--- src/rtl/i2s_mix_pkg.sv ---
// Shared types and helpers for the I2S source mixer/scheduler.
package i2s_mix_pkg;

  // Guard bits let up to 8 full-scale sources sum without wrapping.
  localparam int unsigned ACC_GUARD = 3;

  typedef enum logic [1:0] {
    StIdle,
    StScan,
    StSat,
    StOut
  } mix_state_e;

  // Clamp a sign-extended accumulator to the signed range of a dw-bit sample (dw <= 29).
  function automatic logic signed [31:0] sat_dw(input logic signed [31:0] acc,
                                                input int unsigned       dw);
    logic signed [31:0] max_v;
    logic signed [31:0] min_v;
    max_v = (32'sd1 <<< (dw - 1)) - 32'sd1;
    min_v = -(32'sd1 <<< (dw - 1));
    if (acc > max_v) begin
      return max_v;
    end else if (acc < min_v) begin
      return min_v;
    end
    return acc;
  endfunction

endpackage

--- src/rtl/i2s_mix_sat.sv ---
// Combinational saturator: AUDIO_DW+ACC_GUARD signed accumulator down to AUDIO_DW.
module i2s_mix_sat
  import i2s_mix_pkg::*;
#(
  parameter int unsigned AUDIO_DW = 16
) (
  input  logic signed [AUDIO_DW+ACC_GUARD-1:0] acc,
  output logic        [AUDIO_DW-1:0]           sat
);

  localparam int unsigned AccW = AUDIO_DW + ACC_GUARD;

  logic signed [31:0] acc_ext;
  logic signed [31:0] sat_full;
  logic               unused_sat_hi;

  assign acc_ext       = {{(32 - AccW){acc[AccW-1]}}, acc};
  assign sat_full      = sat_dw(acc_ext, AUDIO_DW);
  assign sat           = sat_full[AUDIO_DW-1:0];
  // Upper bits are pure sign copies once clamped.
  assign unused_sat_hi = ^sat_full[31:AUDIO_DW];

endmodule

--- src/rtl/i2s_src_mixer_sched.sv ---
// Frame scheduler/mixer in front of the I2S serializer: one pop per enabled source per frame.
// Define I2S_MIX_UNDERRUN_HOLD_EN to repeat a source's last popped sample when it underruns.
module i2s_src_mixer_sched
  import i2s_mix_pkg::*;
#(
  parameter int unsigned AUDIO_DW = 16,
  parameter int unsigned NSRC     = 4
) (
  input  logic                     clk,
  input  logic                     reset,
  input  logic                     frame_req,
  input  logic [NSRC-1:0]          src_en,
  input  logic [NSRC-1:0]          src_valid,
  output logic [NSRC-1:0]          src_ready,
  input  logic [NSRC*AUDIO_DW-1:0] src_left,
  input  logic [NSRC*AUDIO_DW-1:0] src_right,
  output logic [AUDIO_DW-1:0]      left_chan,
  output logic [AUDIO_DW-1:0]      right_chan,
  output logic                     mix_done,
  output logic [NSRC-1:0]          underrun,
  output logic                     overrun,
  input  logic                     clr_flags
);

  localparam int unsigned AccW    = AUDIO_DW + ACC_GUARD;
  localparam int unsigned IdxW    = (NSRC > 1) ? $clog2(NSRC) : 1;
  localparam logic [IdxW-1:0] LastIdx = IdxW'(NSRC - 1);

  function automatic logic signed [AccW-1:0] sext(input logic [AUDIO_DW-1:0] x);
    return {{ACC_GUARD{x[AUDIO_DW-1]}}, x};
  endfunction

  mix_state_e                 state_q, state_d;
  logic [IdxW-1:0]            idx_q, idx_d;
  logic [NSRC-1:0]            en_q, en_d;
  logic signed [AccW-1:0]     acc_l_q, acc_l_d;
  logic signed [AccW-1:0]     acc_r_q, acc_r_d;
  logic [AUDIO_DW-1:0]        left_q, left_d;
  logic [AUDIO_DW-1:0]        right_q, right_d;
  logic                       mix_done_q, mix_done_d;
  logic [NSRC-1:0]            underrun_q, underrun_d;
  logic                       overrun_q, overrun_d;
  logic [AUDIO_DW-1:0]        cur_l, cur_r;
  logic [AUDIO_DW-1:0]        sat_l, sat_r;
`ifdef I2S_MIX_UNDERRUN_HOLD_EN
  logic [NSRC-1:0][AUDIO_DW-1:0] hold_l_q, hold_l_d;
  logic [NSRC-1:0][AUDIO_DW-1:0] hold_r_q, hold_r_d;
`endif

  assign cur_l = src_left[idx_q*AUDIO_DW +: AUDIO_DW];
  assign cur_r = src_right[idx_q*AUDIO_DW +: AUDIO_DW];

  i2s_mix_sat #(.AUDIO_DW(AUDIO_DW)) u_sat_l (.acc(acc_l_q), .sat(sat_l));
  i2s_mix_sat #(.AUDIO_DW(AUDIO_DW)) u_sat_r (.acc(acc_r_q), .sat(sat_r));

  always_comb begin
    state_d    = state_q;
    idx_d      = idx_q;
    en_d       = en_q;
    acc_l_d    = acc_l_q;
    acc_r_d    = acc_r_q;
    left_d     = left_q;
    right_d    = right_q;
    mix_done_d = 1'b0;
    src_ready  = '0;
    // A same-cycle event overrides the clear because it is applied afterwards.
    underrun_d = clr_flags ? '0 : underrun_q;
    overrun_d  = clr_flags ? 1'b0 : overrun_q;
`ifdef I2S_MIX_UNDERRUN_HOLD_EN
    hold_l_d   = hold_l_q;
    hold_r_d   = hold_r_q;
`endif

    if (frame_req && (state_q != StIdle)) begin
      overrun_d = 1'b1;
    end

    unique case (state_q)
      StIdle: begin
        if (frame_req) begin
          en_d    = src_en;
          acc_l_d = '0;
          acc_r_d = '0;
          idx_d   = '0;
          state_d = StScan;
        end
      end
      StScan: begin
        if (en_q[idx_q]) begin
          src_ready[idx_q] = 1'b1;
          if (src_valid[idx_q]) begin
            acc_l_d = acc_l_q + sext(cur_l);
            acc_r_d = acc_r_q + sext(cur_r);
`ifdef I2S_MIX_UNDERRUN_HOLD_EN
            hold_l_d[idx_q] = cur_l;
            hold_r_d[idx_q] = cur_r;
`endif
          end else begin
            underrun_d[idx_q] = 1'b1;
`ifdef I2S_MIX_UNDERRUN_HOLD_EN
            acc_l_d = acc_l_q + sext(hold_l_q[idx_q]);
            acc_r_d = acc_r_q + sext(hold_r_q[idx_q]);
`endif
          end
        end
        if (idx_q == LastIdx) begin
          state_d = StSat;
        end else begin
          idx_d = idx_q + 1'b1;
        end
      end
      StSat: begin
        // Results land on the outputs together with mix_done in StOut.
        left_d     = sat_l;
        right_d    = sat_r;
        mix_done_d = 1'b1;
        state_d    = StOut;
      end
      StOut: begin
        state_d = StIdle;
      end
      default: begin
        state_d = StIdle;
      end
    endcase
  end

  always_ff @(posedge clk) begin
    if (reset) begin
      state_q    <= StIdle;
      idx_q      <= '0;
      en_q       <= '0;
      acc_l_q    <= '0;
      acc_r_q    <= '0;
      left_q     <= '0;
      right_q    <= '0;
      mix_done_q <= 1'b0;
      underrun_q <= '0;
      overrun_q  <= 1'b0;
`ifdef I2S_MIX_UNDERRUN_HOLD_EN
      hold_l_q   <= '0;
      hold_r_q   <= '0;
`endif
    end else begin
      state_q    <= state_d;
      idx_q      <= idx_d;
      en_q       <= en_d;
      acc_l_q    <= acc_l_d;
      acc_r_q    <= acc_r_d;
      left_q     <= left_d;
      right_q    <= right_d;
      mix_done_q <= mix_done_d;
      underrun_q <= underrun_d;
      overrun_q  <= overrun_d;
`ifdef I2S_MIX_UNDERRUN_HOLD_EN
      hold_l_q   <= hold_l_d;
      hold_r_q   <= hold_r_d;
`endif
    end
  end

  assign left_chan  = left_q;
  assign right_chan = right_q;
  assign mix_done   = mix_done_q;
  assign underrun   = underrun_q;
  assign overrun    = overrun_q;

endmodule

--- config.mk ---
export PLATFORM = sky130hd
export DESIGN_NAME = i2s_src_mixer_sched
export DESIGN_NICKNAME = d
export VERILOG_FILES = /design/src/rtl/i2s_mix_pkg.sv /design/src/rtl/i2s_mix_sat.sv /design/src/rtl/i2s_src_mixer_sched.sv
export SDC_FILE = /design/constraint.sdc
export NUM_CORES = 1
export LEC_CHECK = 0
export CORE_MARGIN = 2
export CORE_UTILIZATION = 45
export DETAILED_ROUTE_END_ITERATION = 8
export PLACE_DENSITY = 0.78
export SYNTH_ARGS = -nofsm -noshare
export SYNTH_HDL_FRONTEND = slang
export SYNTH_SLANG_ARGS = --single-unit
export TNS_END_PERCENT = 10
--- constraint.sdc ---
create_clock -name clk -period 5.25 [get_ports clk]
set_clock_uncertainty 0.15 [all_clocks]
set_input_delay 0.525 -clock clk [delete_from_list [all_inputs] [get_ports clk]]
set_output_delay 0.525 -clock clk [all_outputs]
set_load 0.05 [all_outputs]
Yosys cells after proc, flatten, opt, wreduce, memory -nomap -nowiden
Index checks and enable logic that the tools add are counted.
Operators by class
  add/subtract/negate cells: 3
  magnitude comparators: 6
  equal/unequal tests: 9
  shift-type cells: 2
  mux-type cells: 38
  bitwise logic cells: 1
  reductions and logical operators: 10
Operators by type and width (count)
  64-bit by 7-bit indexed part select with 16-bit output: 2
  16-bit two-way mux: 6
  19-bit two-way mux: 5
  19-bit case mux with 2 select lines: 2
  19-bit by 16-bit adder with 19-bit output: 2
  19-bit by 16-bit > comparator with 1-bit output, second input constant: 2
  19-bit by 16-bit < comparator with 1-bit output, second input constant: 2
  4-bit two-way mux: 6
  1-bit two-way mux: 10
  2-bit != test, second input constant: 5
  2-bit two-way mux: 4
  2-bit case mux with 4 select lines: 1
  2-bit == test, second input constant: 3
  2-bit nonzero test: 3
  1-bit binary-select mux with 2-bit select: 2
  4-bit bitwise OR: 1
  2-bit case mux with 2 select lines: 1
  2-bit AND reduction: 2
  4-bit AND reduction: 1
  2-bit by 3-bit < comparator with 1-bit output, second input constant: 1
  3-bit AND reduction: 1
  2-bit by 1-bit adder with 2-bit output, second input constant: 1
  1-bit demux with 2-bit select: 1
  2-bit by 1-bit == test with 1-bit output, second input constant: 1
  3 further kinds: 4
Word-level totals
  register bits: 84

Longest topological paths before layout
Gate-level depths: netlist of run 1.
  depth after elaboration: 8
  depth in mapped cells: 12

By module
A second synthesis of run 1 with hierarchy kept.
Second synthesis, totals
  cell total of the unflattened synthesis: 737
  area total of the unflattened synthesis: 6457.4 um^2
By module, submodules not included
  i2s_src_mixer_sched: instances 1, cells each 625, area each 5709.2 um^2, seq. area each 1681.6 um^2
  i2s_mix_sat: instances 2, cells each 56, area each 374.1 um^2, seq. area each 0.0 um^2

Least setup slack after synthesis of run 1
OpenSTA, ideal clock, no wires.
  path type: reg2reg
  start point: register idx_q[0]
  end point: register acc_l_q[16]
  arrival time: 3428 ps
  data required time: 4971 ps
  path slack: 1544 ps
  cell stages (with the launch flop): 13
  period minus slack after synthesis: 3706 ps
  cells stage by stage: dfxtp_1 buf_6 buf_2 mux4_2 ha_1 fa_1 a211o_1 a21oi_1 o221ai_1 a31o_2 a21oi_1 xor2_1 o21ai_0
Between the ends
  word-level cells in the longest chain between the ends: 5
  elaborated cells on any way between the ends: 12
  classes of those cells: add/sub (1); eq/ne (2); shift (1); mux (7); reduce/logical (1)
RTL lines
  start, declared: RTL line i2s_src_mixer_sched.sv:34  | logic [IdxW-1:0] idx_q, idx_d;
  start signal, assigned: RTL line i2s_src_mixer_sched.sv:146  | idx_q <= idx_d;
  64-bit by 7-bit indexed part select with 16-bit output: RTL line i2s_src_mixer_sched.sv:50  | assign cur_l = src_left[idx_q*AUDIO_DW +: AUDIO_DW];
  19-bit by 16-bit adder with 19-bit output: RTL line i2s_src_mixer_sched.sv:92  | acc_l_d = acc_l_q + sext(cur_l);
  19-bit two-way mux: RTL line i2s_src_mixer_sched.sv:91  | if (src_valid[idx_q]) begin
  19-bit two-way mux: RTL line i2s_src_mixer_sched.sv:89  | if (en_q[idx_q]) begin
  19-bit case mux with 2 select lines: RTL line i2s_src_mixer_sched.sv:78  | unique case (state_q)
  end signal, assigned: RTL line i2s_src_mixer_sched.sv:148  | acc_l_q <= acc_l_d;
  end, declared: RTL line i2s_src_mixer_sched.sv:36  | logic signed [AccW-1:0] acc_l_q, acc_l_d;
Several ways; a longest one is shown, not always the timed one. The select of a mux whose other input is x is not followed.
A chain may end at the register's enable or synchronous reset.

Worst setup path in the final report of run 1
  start point: register idx_q[0]
  end point: register acc_r_q[17]
Between the ends
  word-level cells in the longest chain between the ends: 5
  elaborated cells on any way between the ends: 12
  classes of those cells: add/sub (1); eq/ne (2); shift (1); mux (7); reduce/logical (1)
RTL lines
  64-bit by 7-bit indexed part select with 16-bit output: RTL line i2s_src_mixer_sched.sv:51  | assign cur_r = src_right[idx_q*AUDIO_DW +: AUDIO_DW];
  19-bit by 16-bit adder with 19-bit output: RTL line i2s_src_mixer_sched.sv:93  | acc_r_d = acc_r_q + sext(cur_r);
  19-bit two-way mux: RTL line i2s_src_mixer_sched.sv:91
  19-bit two-way mux: RTL line i2s_src_mixer_sched.sv:89
  19-bit case mux with 2 select lines: RTL line i2s_src_mixer_sched.sv:78
  end signal, assigned: RTL line i2s_src_mixer_sched.sv:149  | acc_r_q <= acc_r_d;
  end, declared: RTL line i2s_src_mixer_sched.sv:37  | logic signed [AccW-1:0] acc_r_q, acc_r_d;
Several ways; a longest one is shown, not always the timed one. The select of a mux whose other input is x is not followed.

==> impl_results.md, run 1 <==
- Worst skew pair latency: around 340 ps
- Setup Viol. Count Final: 0
- # fillers: 1,007
- Height of the chip: between 100 and 150 µm
- Peak VDD IR: between 0.0002 and 0.00025 V
- Mapped cell area: between 0.005 and 0.006 mm²
- Final hold vios: 0
- Leak: 3.013 nW
- Largest net degree at the start of global routing: 39
- Post-synthesis instance total: 648
- Cts hold-fix bufs: 0
- CP peak stage delay: a little over 700 ps
- Drt total wl: between 15,000 and 20,000 µm
- Dpl hpwl: 12,820 µm
- Util after Layout: 0.6495
- Detail Route Antenna Nets: 0
- Hold Crit Class: flop to flop
- CP Launch Type: flop
- Commonest non-fill, non-tap cells in the layout: 180 x clkdlybuf4s50_1, 84 x a21oi_1, 82 x dfxtp_1
- Port buffer count: around 180
- Critical path class: flop to flop
- Setup TNS: 0 ps
- Fmax: roughly 250 MHz
- DR pass1 iterations: 5
- CP Max Fanout: 35
- Post-synth top flop: dfxtp_1
- WP data required: ~5400 ps
- Drt initial violations: about 360
- Via count: between 5,000 and 6,000
- Clock transition at path regs: around 70 ps
- Synth-to-layout area growth: 39.34%
- WL/cell: ~17 µm
- Status: finished clean
- Inst Count DP: slightly below 1,000
- Most common cell after layout, fill and taps aside: clkdlybuf4s50_1
- Critical-path top delay cell: o41ai_2
- Layout cells sized above 1: 0.07824
- Tightest Pin Transition: ~1200 ps
- Yosys reg bits: 84
- Critical-path cell list: buf_4 > mux4_2 > ha_1 > nor3_1 > o41ai_2 > a2111oi_0 > or4_1 > nand3_1
- Register area share after synthesis: 0.2979
- Minimum clock period: ~3900 ps
- Post-synth cell types: 60
- PwrDens: ~410 mW/mm²
- Synth Warn #: 0
- # clock sinks: 84
- Die area: 0.01346 mm²
- Antenna violations before repair: 0
- Final worst-path cycle share: 0.7476
- Core Area: 0.01211 mm²
- WP buf/inv: 1
- Maxcap violations: 0
- Row count: 40
- Vias per inst: between 5 and 6
- RSZ-0062 raised after global routing: false
- Critical path endpoint category: flop
- Data arrival time of the worst path: ~4100 ps
- # DRC: 0
- Initial Utilization: 0.4661
- Post-synth EDFFs: 0
- Htree depth: 3
- Syn Nets: between 800 and 900
- Vias in the first global route: 5,562
- CP top delay family: compound AO/OA/AOI/OAI gates
- First-pass GRT wire length: between 20,000 and 30,000 µm
- Top Ports: ~180
- Slew margin rel.: 0.2154
- Die X: 116.0 µm
- Clock buffer depth: 2
- Post-cts sizing count: 0
- CTS tree: yes
- ANT cells: 0
- Synth Area per Inst: between 8 and 9 µm²
- NumNets Final: 998
- Setup Fix Bufs, Post-CTS: 0
- Max-slew violation count: 0
- TritonCTS buffer count: 9
- Root Buffer: clkbuf_16
- GR Overflow Total: 0
- Post-synth ARST share: 0
- GP Congestion: 0.8869
- Total GRT Usage: 0.2556
- Post-route insts no fill: 986
area by class of cell:
class,instances,area [µm²],area share
multi-input combinational,520,3785,0.4812
timing repair buffer,187,1852,0.2354
sequential,84,1684,0.2141
clock buffer,10,229.0,0.02911
tap,168,210.2,0.02672
clock inverter,6,65.06,0.008271
inverter,11,41.29,0.005249
cells by family after synthesis:
family                     share of synthesized area
AOI/OAI and AO/OA                             0.1975
xor gates and xnor gates                     0.03568
adders and majority gates                     0.1024
buffers and inverters                        0.03169
DFF                                           0.2979
muxes                                         0.1467
and+or+nand+nor                               0.1882
through the flow:
step / setup WS [ps] / cell area, µm² / hold WS [ps] / total power [mW]
global route: 1046 / 7866 / 343.0 / 3.454
detailed placement: 1272 / 7572 / 299.0 / 2.618
floorplan: 1544 / 5645 / 283.1 / 2.074
global placement: 1305 / 7572 / 289.6 / 2.579
finish: 1325 / 7866 / 308.6 / 3.261
CTS: 1303 / 7866 / 307.5 / 3.265
per-layer routing:
layer / vias to the layer above / share of wire / GRT usage / wire (µm)
li1: 2734 / - / - / -
met1: 2691 / 0.45 / 0.3355 / 7560
met2: 198 / 0.48 / 0.4250 / 8231
met3: 35 / 0.048 / 0.04236 / 814
met4: 0 / 0.022 / 0.09603 / 376
met5: - / 0 / 0 / 0
where the power goes:
| group | switching [mW] | internal (mW) |
|---|---|---|
| Combinational | 1.08 | 0.683 |
| Sequential | 0.0956 | 0.766 |
| Clock | 0.270 | 0.369 |
worst reg2reg max path, stage by stage (launching register included):
cell and delay [ps]:
dfxtp_2 450, buf_4 580, mux4_2 600, ha_1 390, nor3_1 100, o41ai_2 720, a2111oi_0 280, or4_1 510
nand3_1 90
cells in the mapped netlist (7+ instances only):
| library cell | number | area [µm²] |
|---|---|---|
| mux4_2 | 32 | 720.7 |
| dfxtp_1 | 84 | 1682 |
| o21ai_0 | 29 | 145.1 |
| nor3_1 | 47 | 235.2 |
| nand3_1 | 23 | 115.1 |
| xor2_1 | 9 | 78.83 |
| o211ai_1 | 7 | 52.55 |
| xnor2_1 | 14 | 122.6 |
| nor2b_1 | 7 | 43.79 |
| mux2i_1 | 7 | 70.07 |
| o21a_1 | 7 | 52.55 |
| ha_1 | 43 | 538.0 |
| nor2_1 | 71 | 266.5 |
| buf_1 | 8 | 30.03 |
| and3_1 | 10 | 62.56 |
| a21oi_1 | 84 | 420.4 |
| a21o_1 | 9 | 67.56 |
| nand2b_1 | 8 | 50.05 |
| nand2_1 | 46 | 172.7 |
| a22oi_1 | 10 | 75.07 |
| inv_1 | 11 | 41.29 |
| clkbuf_1 | 19 | 71.32 |
registers in the layout, summed over array words and instances, names as in the netlist:
| register | cells |
|---|---|
| mix_done | 1 |
| acc_r_q | 19 |
| en_q | 4 |
| left_chan | 16 |
| right_chan | 16 |
| state_q | 2 |
| idx_q | 2 |
| underrun | 4 |
| acc_l_q | 19 |
| overrun | 1 |
final timing paths:
path	startpoint	end	slack [ps]	depth (start not counted)
max	idx_q[0]$_SDFFE_PP0P_	acc_r_q[17]$_SDFFE_PP0P_	1330	8
min	en_q[3]$_SDFFE_PP0P_	en_q[3]$_SDFFE_PP0P_	310	2
max reg2reg	idx_q[0]$_SDFFE_PP0P_	acc_r_q[17]$_SDFFE_PP0P_	1330	8
min reg2reg	en_q[3]$_SDFFE_PP0P_	en_q[3]$_SDFFE_PP0P_	310	2
No activity file was read; power rests on OpenSTA's default activity.
==> inputs of run 2 (changes only) <==
==> constraint.sdc (replaced) <==
create_clock -name clk -period 3.7 [get_ports clk]
set_clock_uncertainty 0.15 [all_clocks]
set_input_delay 0.37 -clock clk [delete_from_list [all_inputs] [get_ports clk]]
set_output_delay 0.37 -clock clk [all_outputs]
set_load 0.05 [all_outputs]
==> run 2 against run 1 <==
Fmax is 14% higher. First-iteration DRC count is 5.9% lower. Core utilization is 0.92 points higher. Global-route usage is 0.26 points higher. Sequential cell count stayed put. Die area stayed put. Critical path type unchanged. Largest cell class unchanged.
==> impl_results.md, run 2 (synthesized netlist as in run 1, its figures left out) <==
- Clock buffer depth: 2
- Initial Utilization: 0.4661
- Fmax: a little under 300 MHz
- Dpl hpwl: about 13,000 µm
- Detail Route Antenna Nets: 0
- Post-route insts no fill: ~1,000
- Drt total wl: between 15,000 and 20,000 µm
- WL/cell: roughly 17 µm
- Hold Crit Class: flop to flop
- Die X: 116.0 µm
- Layout cells sized above 1: 0.09179
- Clock transition at path regs: 70 ps
- Tightest Pin Transition: between 1000 and 1500 ps
- Htree depth: 3
- CP Launch Type: flop
- ANT cells: 0
- Inst Count DP: 980
- Top Registers: acc_l_q: 19 flops, acc_r_q: 19 flops
- Setup TNS: 0 ps
- Cts hold-fix bufs: 0
- Register area: about 0.0017 mm²
- Root Buffer: clkbuf_16
- Post-layout power: 4.698 mW
- Largest net degree at the start of global routing: 46
- Die area: 0.01346 mm²
- Commonest non-fill, non-tap cells in the layout: 180 x clkdlybuf4s50_1, 84 x a21oi_1, 82 x dfxtp_1
- Total GRT Usage: 0.2583
- Status: finished clean
- First-pass GRT wire length: 27,530 µm
- Top Ports: about 180
- DR pass1 iterations: 5
- Most common cell after layout, fill and taps aside: clkdlybuf4s50_1
- Vias per inst: approximately 5.8
- Antenna violations before repair: 0
- RSZ-0062 raised after global routing: false
- Leak: between 3 and 4 nW
- NumNets Final: ~1,000
- GP Congestion: around 0.91
- Max-slew violation count: 0
- Area of the multi-input gates: about 0.0038 mm²
- Worst skew pair latency: 350 ps
- Final instance area: 0.007978 mm²
- Vias in the first global route: 5,737
- CTS tree: yes
- Maxcap violations: 0
- Setup Fix Bufs, Post-CTS: 0
- Data arrival time of the worst path: roughly 3500 ps
- TritonCTS buffer count: 9
- Drt initial violations: 337
- Core Area: between 0.01 and 0.015 mm²
- Placed cell areas: 0.007672 mm²
- Slew margin rel.: 0.1614
- # fillers: around 1,000
- Final worst-path cycle share: 0.9333
- Minimum clock period: roughly 3500 ps
- PwrDens: 588.9 mW/mm²
- Synth-to-layout area growth: 41.31%
- Peak VDD IR: 0.0002868 V
- WP data required: between 3000 and 4000 ps
- # clock sinks: 84
- Final hold vios: 0
- Setup Viol. Count Final: 0
- Row count: 40
- Via count: between 5,000 and 6,000
- GR Overflow Total: 0
- CP Max Fanout: 4
- Height of the chip: ~120 µm
- # DRC: 0
- Critical path class: flop to flop
- Critical path endpoint category: flop
- Port buffer count: roughly 180
## run 2: power breakdown
| part | total, mW | switching, mW | internal [mW] |
|---|---|---|---|
| clock network | 0.927 | 0.400 | 0.527 |
| registers | 1.21 | 0.125 | 1.09 |
| logic | 2.56 | 1.54 | 1.01 |
| total | 4.70 | 2.07 | 2.63 |
## run 2: routing by layer
metal  vias up  global-route usage  wire length [µm]
met5         -                   0                 0
met4         0             0.08175               299
met3        25             0.04498              1057
met2       198              0.4413              8308
met1      2757              0.3340              7278
li1       2755                   -                 -
## run 2: area by class of cell
class / count / share of cell area
clock inverter: 7 / 0.009410
multi-input combinational: 520 / 0.4751
clock buffer: 9 / 0.02823
inverter: 11 / 0.005176
sequential: 84 / 0.2111
tap: 168 / 0.02635
timing repair buffer: 197 / 0.2447
## run 2: path summary, 6_finish.rpt
| path | slack [ps] | depth (start not counted) | to | from |
|---|---|---|---|---|
| max | 250 | 10 | acc_l_q[16]$_SDFFE_PP0P_ | idx_q[0]$_SDFFE_PP0P_ |
| min | 310 | 2 | en_q[0]$_SDFFE_PP0P_ | en_q[0]$_SDFFE_PP0P_ |
| max reg2reg | 250 | 10 | acc_l_q[16]$_SDFFE_PP0P_ | idx_q[0]$_SDFFE_PP0P_ |
| min reg2reg | 310 | 2 | en_q[0]$_SDFFE_PP0P_ | en_q[0]$_SDFFE_PP0P_ |
## run 2: critical path: stages (launching register included)
cell	delay (ps)
dfxtp_2	430
mux4_2	550
ha_1	230
fa_1	390
a211o_1	350
a21oi_1	280
o221ai_1	250
a31o_2	290
a21oi_1	160
xor2_1	150
o21ai_0	80
## run 2: per-stage QoR
stage | worst slack (ps) | hold slack [ps] | util
6_report | 246.8 | 307.0 | 0.6587
5_1_grt | 45.95 | 332.4 | 0.6587
4_1_cts | 239.0 | 308.3 | 0.6583
3_5_place_dp | 21.70 | 299.4 | 0.6335
3_3_place_gp | 57.91 | 291.0 | 0.6335
2_1_floorplan | 91.65 | 283.1 | -
## run 2: timing repair
action	in CTS	in global routing
hold endpoints to repair	0	0
gates resized for setup	0	1
endpoints found under the setup margin	0	1
==> inputs of run 3 (changes only) <==
==> constraint.sdc (replaced) <==
create_clock -name clk -period 3.88 [get_ports clk]
set_clock_uncertainty 0.15 [all_clocks]
set_input_delay 0.388 -clock clk [delete_from_list [all_inputs] [get_ports clk]]
set_output_delay 0.388 -clock clk [all_outputs]
set_load 0.05 [all_outputs]
==> run 3 against run 2 <==
Total power is 3.6% lower. Sequential power is 4% lower. Highest routed layer unchanged. Final cell count is 0.50% lower. Critical path type unchanged.
==> impl_results.md, run 3 (synthesized netlist as in run 1, its figures left out) <==
- Layout cells sized above 1: 0.08262
- Row count: 40
- Leak: ~3 nW
- Critical path class: flop to flop
- Setup Fix Bufs, Post-CTS: 0
- TritonCTS buffer count: 9
- CP Launch Type: flop
- Final hold vios: 0
- CTS tree: yes
- GR Overflow Total: 0
- Post-route insts no fill: just under 1,000
- Top Ports: approximately 180
- # DRC: 0
- Die area: around 0.013 mm²
- Minimum clock period: 3514 ps
- Via count: approximately 5,700
- Htree depth: 3
- Max-slew violation count: 0
- Detail Route Antenna Nets: 0
- Final worst-path cycle share: 0.9056
- Final instance area: ~0.008 mm²
- GR Util met3: 0.03975
- Tightest Pin Transition: roughly 1200 ps
- Maxcap violations: 0
- Initial Utilization: 0.4661
- Data arrival time of the worst path: 3630 ps
- Critical path origin: idx_q[0]$_SDFFE_PP0P_
- Antenna violations before repair: 0
- Fmax: about 280 MHz
- Min-delay src: reset
- Hold Crit Class: primary input to flop
- NumNets Final: roughly 1,000
- DR pass1 iterations: 5
- RSZ-0062 raised after global routing: false
- Dpl hpwl: 13,140 µm
- Inst Count DP: 975
- Setup TNS: 0 ps
- Vias in the first global route: slightly below 6,000
- Slew margin rel.: 0.1764
- Setup Viol. Count Final: 0
- Clock transition at path regs: 60 ps
- Critical path endpoint category: flop
- WL/cell: about 17 µm
- CP Max Fanout: 17
- Met2 usage in global routing: 0.4327
- Total GRT Usage: 0.2607
- GP Congestion: between 0.9 and 1
- Post-cts sizing count: 0
- Post-layout power: 4.530 mW
- Flop2flop setup slack: 370 ps
- Status: finished clean
- ANT cells: 0
- GRT busiest layer: met2
- Clock buffer depth: 2
- Drt total wl: approximately 17,000 µm
- GRT met1 Usage: 0.3455
- Peak VDD IR: between 0.0002 and 0.0003 V
- Height of the chip: roughly 120 µm
- Placed cell areas: 0.007622 mm²
- Cts hold-fix bufs: 0
- Most common cell after layout, fill and taps aside: clkdlybuf4s50_1
- WP data required: ~4000 ps
- Die X: roughly 120 µm
- Root Buffer: clkbuf_16
- # clock sinks: between 80 and 90
- Largest net degree at the start of global routing: 60
- Top Registers: acc_l_q: 19 flops, acc_r_q: 19 flops
- Worst reg2reg startpoint: idx_q[0]$_SDFFE_PP0P_
- Port buffer count: about 180
- Worst skew pair latency: 350 ps
- Core Area: 0.01211 mm²
- PwrDens: ~570 mW/mm²
- Commonest non-fill, non-tap cells in the layout: 180 x clkdlybuf4s50_1, 84 x a21oi_1, 82 x dfxtp_1
- Vias per inst: 5.795
- First-pass GRT wire length: roughly 27,000 µm
- Drt initial violations: 326
- Synth-to-layout area growth: 40.67%
run 3: worst max-delay path: stages (launching register included):
cell and delay [ps]:
dfxtp_2 410, buf_4 350, mux4_2 580, ha_1 350, a211o_1 330, a21oi_1 250
o221ai_1 240, and3_1 210, nor3_1 280, a21oi_1 110, mux2i_1 170
run 3: final timing paths:
path | depth (start not counted) | end
hold / removal | 2 | left_chan[15]$_SDFFE_PP0P_
hold reg to reg | 2 | en_q[3]$_SDFFE_PP0P_
setup reg to reg | 10 | acc_l_q[18]$_SDFFE_PP0P_
setup / recovery | 10 | acc_l_q[18]$_SDFFE_PP0P_
run 3: layer usage:
metal  share of wire  vias to the layer above
li1                -                     2744
met1            0.44                     2750
met2            0.48                      225
met3           0.057                       24
met4           0.019                        0
met5               0                        -
run 3: final cells by class:
cell class / count / area (µm²)
clock buffer: 12 / 246.5
clock inverter: 4 / 72.57
fill: 1031 / 4170
inverter: 11 / 41.29
multi-input combinational: 520 / 3785
sequential: 84 / 1684
tap: 168 / 210.2
timing repair buffer: 192 / 1902
run 3: power breakdown:
group / switching (mW) / internal, mW
Combinational: 1.48 / 0.947
Clock: 0.361 / 0.581
Sequential: 0.121 / 1.04
Total: 1.96 / 2.56
run 3: stage by stage:
| stage | hold WS (ps) | setup WS (ps) | util |
|---|---|---|---|
| finish | 239.2 | 366.3 | 0.6557 |
| global route | 253.8 | 152.3 | 0.6557 |
| CTS | 239.4 | 353.2 | 0.6557 |
| detailed placement | 298.2 | 148.0 | 0.6293 |
| global placement | 290.1 | 224.5 | 0.6293 |
| floorplan | 283.1 | 173.6 | - |
